<file path="src/rtl/concat_mult_add_grad_pkg.sv">
// Q-format constants and accumulator saturation helpers shared by the forward
// and backward gate pre-activation datapaths.
package concat_mult_add_grad_pkg;

    localparam int DATA_WIDTH  = 8;
    localparam int FRACT_WIDTH = 4;
    localparam int ACC_WIDTH   = 16;
    localparam int PROD_WIDTH  = 2 * DATA_WIDTH;

    localparam logic signed [DATA_WIDTH-1:0] ONE = DATA_WIDTH'(1 << FRACT_WIDTH);

    // A sum carried one bit wider than the accumulator overflowed when its top two bits differ.
    function automatic logic acc_ovf(input logic signed [ACC_WIDTH:0] v);
        return v[ACC_WIDTH] ^ v[ACC_WIDTH-1];
    endfunction

    function automatic logic signed [ACC_WIDTH-1:0] sat_acc(input logic signed [ACC_WIDTH:0] v);
        if (!acc_ovf(v)) begin
            return v[ACC_WIDTH-1:0];
        end else if (v[ACC_WIDTH]) begin
            return {1'b1, {(ACC_WIDTH-1){1'b0}}};
        end else begin
            return {1'b0, {(ACC_WIDTH-1){1'b1}}};
        end
    endfunction

endpackage

</file>
<file path="src/rtl/concat_mult_add_grad_qmult_sat.sv">
// Fixed-point multiplier slice: full-width product for stage-1 capture, and a
// floor shift plus saturation of the captured product for stage 2.
module qmult_sat #(
    parameter int IW = 8,
    parameter int FW = 4,
    parameter int OW = 8
) (
    input  logic signed [IW-1:0]   a,
    input  logic signed [IW-1:0]   b,
    output logic signed [2*IW-1:0] prod,
    input  logic signed [2*IW-1:0] prod_q,
    output logic signed [OW-1:0]   res,
    output logic                   sat
);

    // One guard bit beyond the wider of product and result so the limits compare as signed.
    localparam int EW = ((2 * IW > OW) ? 2 * IW : OW) + 1;
    localparam logic signed [EW-1:0] MAX_V = {{(EW-OW+1){1'b0}}, {(OW-1){1'b1}}};
    localparam logic signed [EW-1:0] MIN_V = {{(EW-OW+1){1'b1}}, {(OW-1){1'b0}}};

    logic signed [2*IW-1:0] shifted;
    logic signed [EW-1:0]   ext;

    assign prod    = a * b;
    assign shifted = prod_q >>> FW;
    assign ext     = {{(EW-2*IW){shifted[2*IW-1]}}, shifted};

    always_comb begin
        res = ext[OW-1:0];
        sat = 1'b0;
        if (ext > MAX_V) begin
            res = MAX_V[OW-1:0];
            sat = 1'b1;
        end else if (ext < MIN_V) begin
            res = MIN_V[OW-1:0];
            sat = 1'b1;
        end
    end

endmodule

</file>
<file path="src/rtl/concat_mult_add_grad.sv">
// Backward pass of out = W0*X + W1*h_in + b: input gradients plus running
// weight/bias gradient accumulators, in a two-stage valid/ready pipeline.
module concat_mult_add_grad
    import concat_mult_add_grad_pkg::*;
(
    input  logic                         clk,
    input  logic                         rst_n,
    input  logic                         in_valid,
    output logic                         in_ready,
    input  logic signed [DATA_WIDTH-1:0] delta,
    input  logic signed [DATA_WIDTH-1:0] X,
    input  logic signed [DATA_WIDTH-1:0] h_in,
    input  logic signed [DATA_WIDTH-1:0] W0,
    input  logic signed [DATA_WIDTH-1:0] W1,
    input  logic                         clear_acc,
    output logic                         out_valid,
    input  logic                         out_ready,
    output logic signed [DATA_WIDTH-1:0] dX,
    output logic signed [DATA_WIDTH-1:0] dh,
    output logic signed [ACC_WIDTH-1:0]  dW0,
    output logic signed [ACC_WIDTH-1:0]  dW1,
    output logic signed [ACC_WIDTH-1:0]  db,
    output logic                         sat_flag
);

    logic v1, v2, adv2, accept;

    logic signed [PROD_WIDTH-1:0] prod_w0, prod_w1, prod_x, prod_h;
    logic signed [PROD_WIDTH-1:0] p_w0, p_w1, p_x, p_h;
    logic signed [DATA_WIDTH-1:0] d1;

    logic signed [DATA_WIDTH-1:0] res_dx, res_dh;
    logic signed [ACC_WIDTH-1:0]  term_w0, term_w1, term_b;
    logic sat_dx, sat_dh, sat_w0, sat_w1;

    logic signed [ACC_WIDTH-1:0] base_w0, base_w1, base_b;
    logic signed [ACC_WIDTH:0]   sum_w0, sum_w1, sum_b;
    logic                        any_sat;

    // Stage 2 moves whenever it is empty or its result is being taken; stage 1 refills in the same cycle.
    assign adv2      = v1 & (~v2 | out_ready);
    assign in_ready  = ~v1 | adv2;
    assign accept    = in_valid & in_ready;
    assign out_valid = v2;

    qmult_sat #(.IW(DATA_WIDTH), .FW(FRACT_WIDTH), .OW(DATA_WIDTH)) u_dx (
        .a(W0), .b(delta), .prod(prod_w0), .prod_q(p_w0), .res(res_dx), .sat(sat_dx)
    );
    qmult_sat #(.IW(DATA_WIDTH), .FW(FRACT_WIDTH), .OW(DATA_WIDTH)) u_dh (
        .a(W1), .b(delta), .prod(prod_w1), .prod_q(p_w1), .res(res_dh), .sat(sat_dh)
    );
    qmult_sat #(.IW(DATA_WIDTH), .FW(FRACT_WIDTH), .OW(ACC_WIDTH)) u_gw0 (
        .a(X), .b(delta), .prod(prod_x), .prod_q(p_x), .res(term_w0), .sat(sat_w0)
    );
    qmult_sat #(.IW(DATA_WIDTH), .FW(FRACT_WIDTH), .OW(ACC_WIDTH)) u_gw1 (
        .a(h_in), .b(delta), .prod(prod_h), .prod_q(p_h), .res(term_w1), .sat(sat_w1)
    );

    assign term_b  = {{(ACC_WIDTH-DATA_WIDTH){d1[DATA_WIDTH-1]}}, d1};

    // clear_acc alongside an advancing sample makes that sample the first of a new sequence.
    assign base_w0 = clear_acc ? '0 : dW0;
    assign base_w1 = clear_acc ? '0 : dW1;
    assign base_b  = clear_acc ? '0 : db;

    assign sum_w0  = {base_w0[ACC_WIDTH-1], base_w0} + {term_w0[ACC_WIDTH-1], term_w0};
    assign sum_w1  = {base_w1[ACC_WIDTH-1], base_w1} + {term_w1[ACC_WIDTH-1], term_w1};
    assign sum_b   = {base_b[ACC_WIDTH-1], base_b} + {term_b[ACC_WIDTH-1], term_b};

    assign any_sat = sat_dx | sat_dh | sat_w0 | sat_w1
                   | acc_ovf(sum_w0) | acc_ovf(sum_w1) | acc_ovf(sum_b);

    always_ff @(posedge clk or negedge rst_n) begin
        if (!rst_n) begin
            v1       <= 1'b0;
            v2       <= 1'b0;
            p_w0     <= '0;
            p_w1     <= '0;
            p_x      <= '0;
            p_h      <= '0;
            d1       <= '0;
            dX       <= '0;
            dh       <= '0;
            dW0      <= '0;
            dW1      <= '0;
            db       <= '0;
            sat_flag <= 1'b0;
        end else begin
            if (accept) begin
                p_w0 <= prod_w0;
                p_w1 <= prod_w1;
                p_x  <= prod_x;
                p_h  <= prod_h;
                d1   <= delta;
                v1   <= 1'b1;
            end else if (adv2) begin
                v1   <= 1'b0;
            end

            if (adv2) begin
                v2 <= 1'b1;
            end else if (out_ready) begin
                v2 <= 1'b0;
            end

            if (adv2) begin
                dX       <= res_dx;
                dh       <= res_dh;
                dW0      <= sat_acc(sum_w0);
                dW1      <= sat_acc(sum_w1);
                db       <= sat_acc(sum_b);
                sat_flag <= (clear_acc ? 1'b0 : sat_flag) | any_sat;
            end else if (clear_acc) begin
                dW0      <= '0;
                dW1      <= '0;
                db       <= '0;
                sat_flag <= 1'b0;
            end
        end
    end

endmodule

</file>
<file path="config.mk">
export PLATFORM = sky130hd
export DESIGN_NAME = concat_mult_add_grad
export DESIGN_NICKNAME = d
export VERILOG_FILES = /design/src/rtl/concat_mult_add_grad_pkg.sv /design/src/rtl/concat_mult_add_grad_qmult_sat.sv /design/src/rtl/concat_mult_add_grad.sv
export SDC_FILE = /design/constraint.sdc
export NUM_CORES = 1
export LEC_CHECK = 0
export ABC_AREA = 0
export BUFFER_PORTS_ARGS = -buffer_cell sky130_fd_sc_hd__buf_2
export CAP_MARGIN = 10
export CELL_PAD_IN_SITES_DETAIL_PLACEMENT = 1
export CELL_PAD_IN_SITES_GLOBAL_PLACEMENT = 1
export CORE_UTILIZATION = 45
export CTS_CLUSTER_SIZE = 30
export DETAILED_ROUTE_END_ITERATION = 7
export GPL_ROUTABILITY_DRIVEN = 0
export HOLD_SLACK_MARGIN = 0.08
export PLACE_DENSITY_LB_ADDON = 0.1
export SKIP_LAST_GASP = 1
export SYNTH_ARGS = -nofsm -noshare
export SYNTH_HDL_FRONTEND = slang
export SYNTH_SLANG_ARGS = --single-unit
export TNS_END_PERCENT = 100
</file>
<file path="constraint.sdc">
create_clock -name clk -period 3.4 [get_ports clk]
set_input_delay 0.68 -clock clk [delete_from_list [all_inputs] [get_ports clk]]
set_output_delay 0.68 -clock clk [all_outputs]
set_load 0.01 [all_outputs]
</file>
==> results.md <==
- Ports: 112
- Post-synth top area share: between 20 and 30%
- First-pass GRT wire length: 89600 µm
- Final setup viols: 40
- Critical Path AT: 4.95 ns
- CP Capture Type: flop
- Met3 usage: 4.02%
- Initial antenna violation count: 1
- Post-DP HPWL: 41800 µm
- Net Sw Frac: 47.5%
- Ys flop type: dfrtp_1
- Pwr Total: between 20 and 25 mW
- DR iter-0 viols: 700
- Place WS: -1.70 ns
- Final worst slack: -1.22 ns
- Power Dens Cells: 912 nW/µm²
- Max clock buf depth: 2
- Top cells by count, synth: 337 x inv_1, 219 x fa_1, 166 x nand2_1, 160 x ha_1, 155 x and2_1
- Yosys cell types: 71
- Placed Cells: 2761
- Cts bufs inserted: 17
- Post-Syn Instances: about 1900
- Crit start category: input pin
- Synth-to-layout area growth: 37.0%
- Global route hottest layer: met2
- Share of post-route cells with drive strength above 1: 35.1%
- Top-count cell post-synth: inv_1
- Initial Util: 45.8%
- Failing checks: negative setup slack
- Synth area leader: fa_1
- Worst Path Max Fanout: 6
- Number of synthesized flops with an enable pin: 0
- Die Height: 198 µm
- WS Path Type: in2reg
- Clock Skew: 0.0134 ns
- WP data required: ~3.7 ns
- Vias in the first global route: 17100
- Clock H-tree levels: 4
- Die footprint: 39100 µm²
- Max-cap viol count: 0
- CTS sink count: 123
- Num rows: 71
- Core area: 37700 µm²
- Ys async rst share: 100%
- Synth Cell Area: 17300 µm²
- Fmax: 216 MHz
- Worst skew pair latency: approximately 0.45 ns
- Sequential area share after synthesis: 17.8%
- Routed via count: around 16000
- Syn avg cell area: between 8 and 9 µm²
- Met2 Use GR: 51.5%
- Final slew viol count: 0
- P_sw: 10.2 mW
- Internal power: 11.3 mW
- Power share of the clock group: between 8 and 9%
- Final WL: 65600 µm
- Antenna diodes: 0
- Gate power share: 79.0%
- Mapped Nets: 2350
- Wirelength per Cell: 22.9 µm
- Fin area: about 24000 µm²
- Relative slew slack: roughly 46%
- Total GRT Usage: 29.6%
- Drc violations: 0
- Hold WC Path Type: in2async
- Yosys warns: 0
- Clock root buffer: clkbuf_16
- Reg clk slew, reported paths: 0.06 ns
- Crit path time final: 4.62 ns
- Placed Area: 20800 µm²
- CTS Hold Bufs: 0
- Worst vdd ir: ~0.55 mV
- Final #Nets: ~2800
- Power share of the sequential group: 12.4%
- Largest net degree at the start of global routing: 59
- Status: finished, violations left
- Dominant cells by area after synthesis: fa_1 25%, dfrtp_1 18%, ha_1 12%, inv_1 7.3%, and2_1 5.6%
- CTS tree: done
- Overflow after GRT: 0
- Die width: 198 µm
- M1 GR Usage: 37.4%
- Port Buf Inserts: 111
- Vias/cell: 5.51
- RSZ-0062 raised after global routing: yes
- Final Non-Filler Cells: approximately 2900
- Final period utilization: 136%
- Post-route ant nets: 0
- Worst-Margin Slew: just over 0.8 ns
- Leakage dissipation: 11.5 nW
- TritonRoute pass-1 iters: 5
- Cell count of the worst reg-to-reg path: 12
- Final hold violation count: 0
- Flops & latches, synth: 123
power by group through the flow:
stage / Combinational (mW) / Clock, mW / Sequential [mW]
after floorplan: 8.07 / 0 / 2.57
after global placement: 12.2 / 0 / 2.61
after detailed placement: 12.8 / 0 / 2.64
after CTS: 14.3 / 1.86 / 2.62
after global routing: 18.2 / 1.93 / 2.72
final: 17.0 / 1.86 / 2.67
worst paths after layout:
| kind | start | to | slack [ns] |
|---|---|---|---|
| worst max register to register | dW0[0]$_DFF_PN0_ | sat_flag$_DFF_PN0_ | 0.23 |
| worst min register to register | dX[1]$_DFFE_PN0P_ | dX[1]$_DFFE_PN0P_ | 0.47 |
| worst min-delay path | rst_n | dW0[3]$_DFF_PN0_ | 0.18 |
| max in group asynchronous | rst_n | p_w1[6]$_DFFE_PN0P_ | 2.39 |
| worst max-delay path | delta[7] | p_x[15]$_DFFE_PN0P_ | -1.22 |
| min in group clk | dX[1]$_DFFE_PN0P_ | dX[1]$_DFFE_PN0P_ | 0.47 |
kinds of logic (layout without fill, tap and decap cells):
group	after synthesis	count (layout)	synth area share (%)
AND/OR/NAND/NOR	585	585	17.8
buffers and inverters	398	824	8.78
adder cells (fa/ha/maj)	383	383	37.2
AO/OA/AOI/OAI	338	338	13.1
flip-flops	123	123	17.8
XOR/XNOR	86	86	4.37
multiplexers	13	13	0.841
cell usage in the layout (no fill, tap or decap), types with 14 or more instances in the layout:
cell type,count
a21o_1,28
a21oi_1,41
and2_1,108
and2_4,46
buf_12,14
buf_2,90
buf_4,269
buf_6,55
buf_8,14
clkbuf_16,19
dfrtp_1,123
fa_1,188
fa_2,31
ha_1,111
ha_4,42
inv_1,266
inv_2,65
nand2_1,142
nand2_2,17
nand2b_1,25
nand3_1,16
nor2_1,66
nor2b_1,55
nor3_1,27
o21a_1,21
o21ai_0,58
o21ai_1,43
o2bb2ai_1,29
xnor2_1,58
xor2_1,15
sequential cells by signal (all words and copies together) (netlist names), 8 cells and up:
signal,cells
dW0,16
p_w1,12
d1,8
dh,8
p_h,12
p_w0,12
dX,8
p_x,12
dW1,16
db,16
through the flow:
step | util (%) | setup TNS (ns) | hold WS, ns
after floorplan | - | -27.82 | 0.384
after detailed placement | 55.1 | -57.44 | 0.467
final | 62.7 | -28.80 | 0.176
after global routing | 62.7 | -31.77 | 0.212
after global placement | 55.1 | -49.00 | 0.457
after CTS | 59.9 | -22.08 | 0.179
worst max-delay path: stages:
cell and delay (ns):
buf_12 0.11, inv_8 0.05, buf_12 0.12, buf_6 0.10, nor2_2 0.04, fa_1 0.62, fa_1 0.49, fa_1 0.59
inv_2 0.05, fa_1 0.53, inv_2 0.06, ha_4 0.24, and2_4 0.15, a221oi_4 0.29, o221ai_2 0.17, o41ai_2 0.38
xnor2_1 0.17, o21ai_1 0.09
repair_timing:
item,CTS,global route
pin swaps,134,149
endpoints found under the setup margin,44,42
buffers inserted,47,42
resized for setup,234,202
gates cloned,4,2
layout make-up:
class	count	area (µm²)
multi-input cells	1405	14200
clock inverters	14	148
flip-flops and latches	123	3080
well taps	511	639
repair buffers	455	3870
clock buffers	18	439
inverters	337	1280
fillers	4203	14000
routing by layer:
metal / up-vias / part of all wire [%]
met4: 2 / 4.0
met5: - / 0.020
li1: 7037 / -
met3: 183 / 4.2
met1: 8090 / 41
met2: 449 / 51
Power figures use the tool's default switching activity.
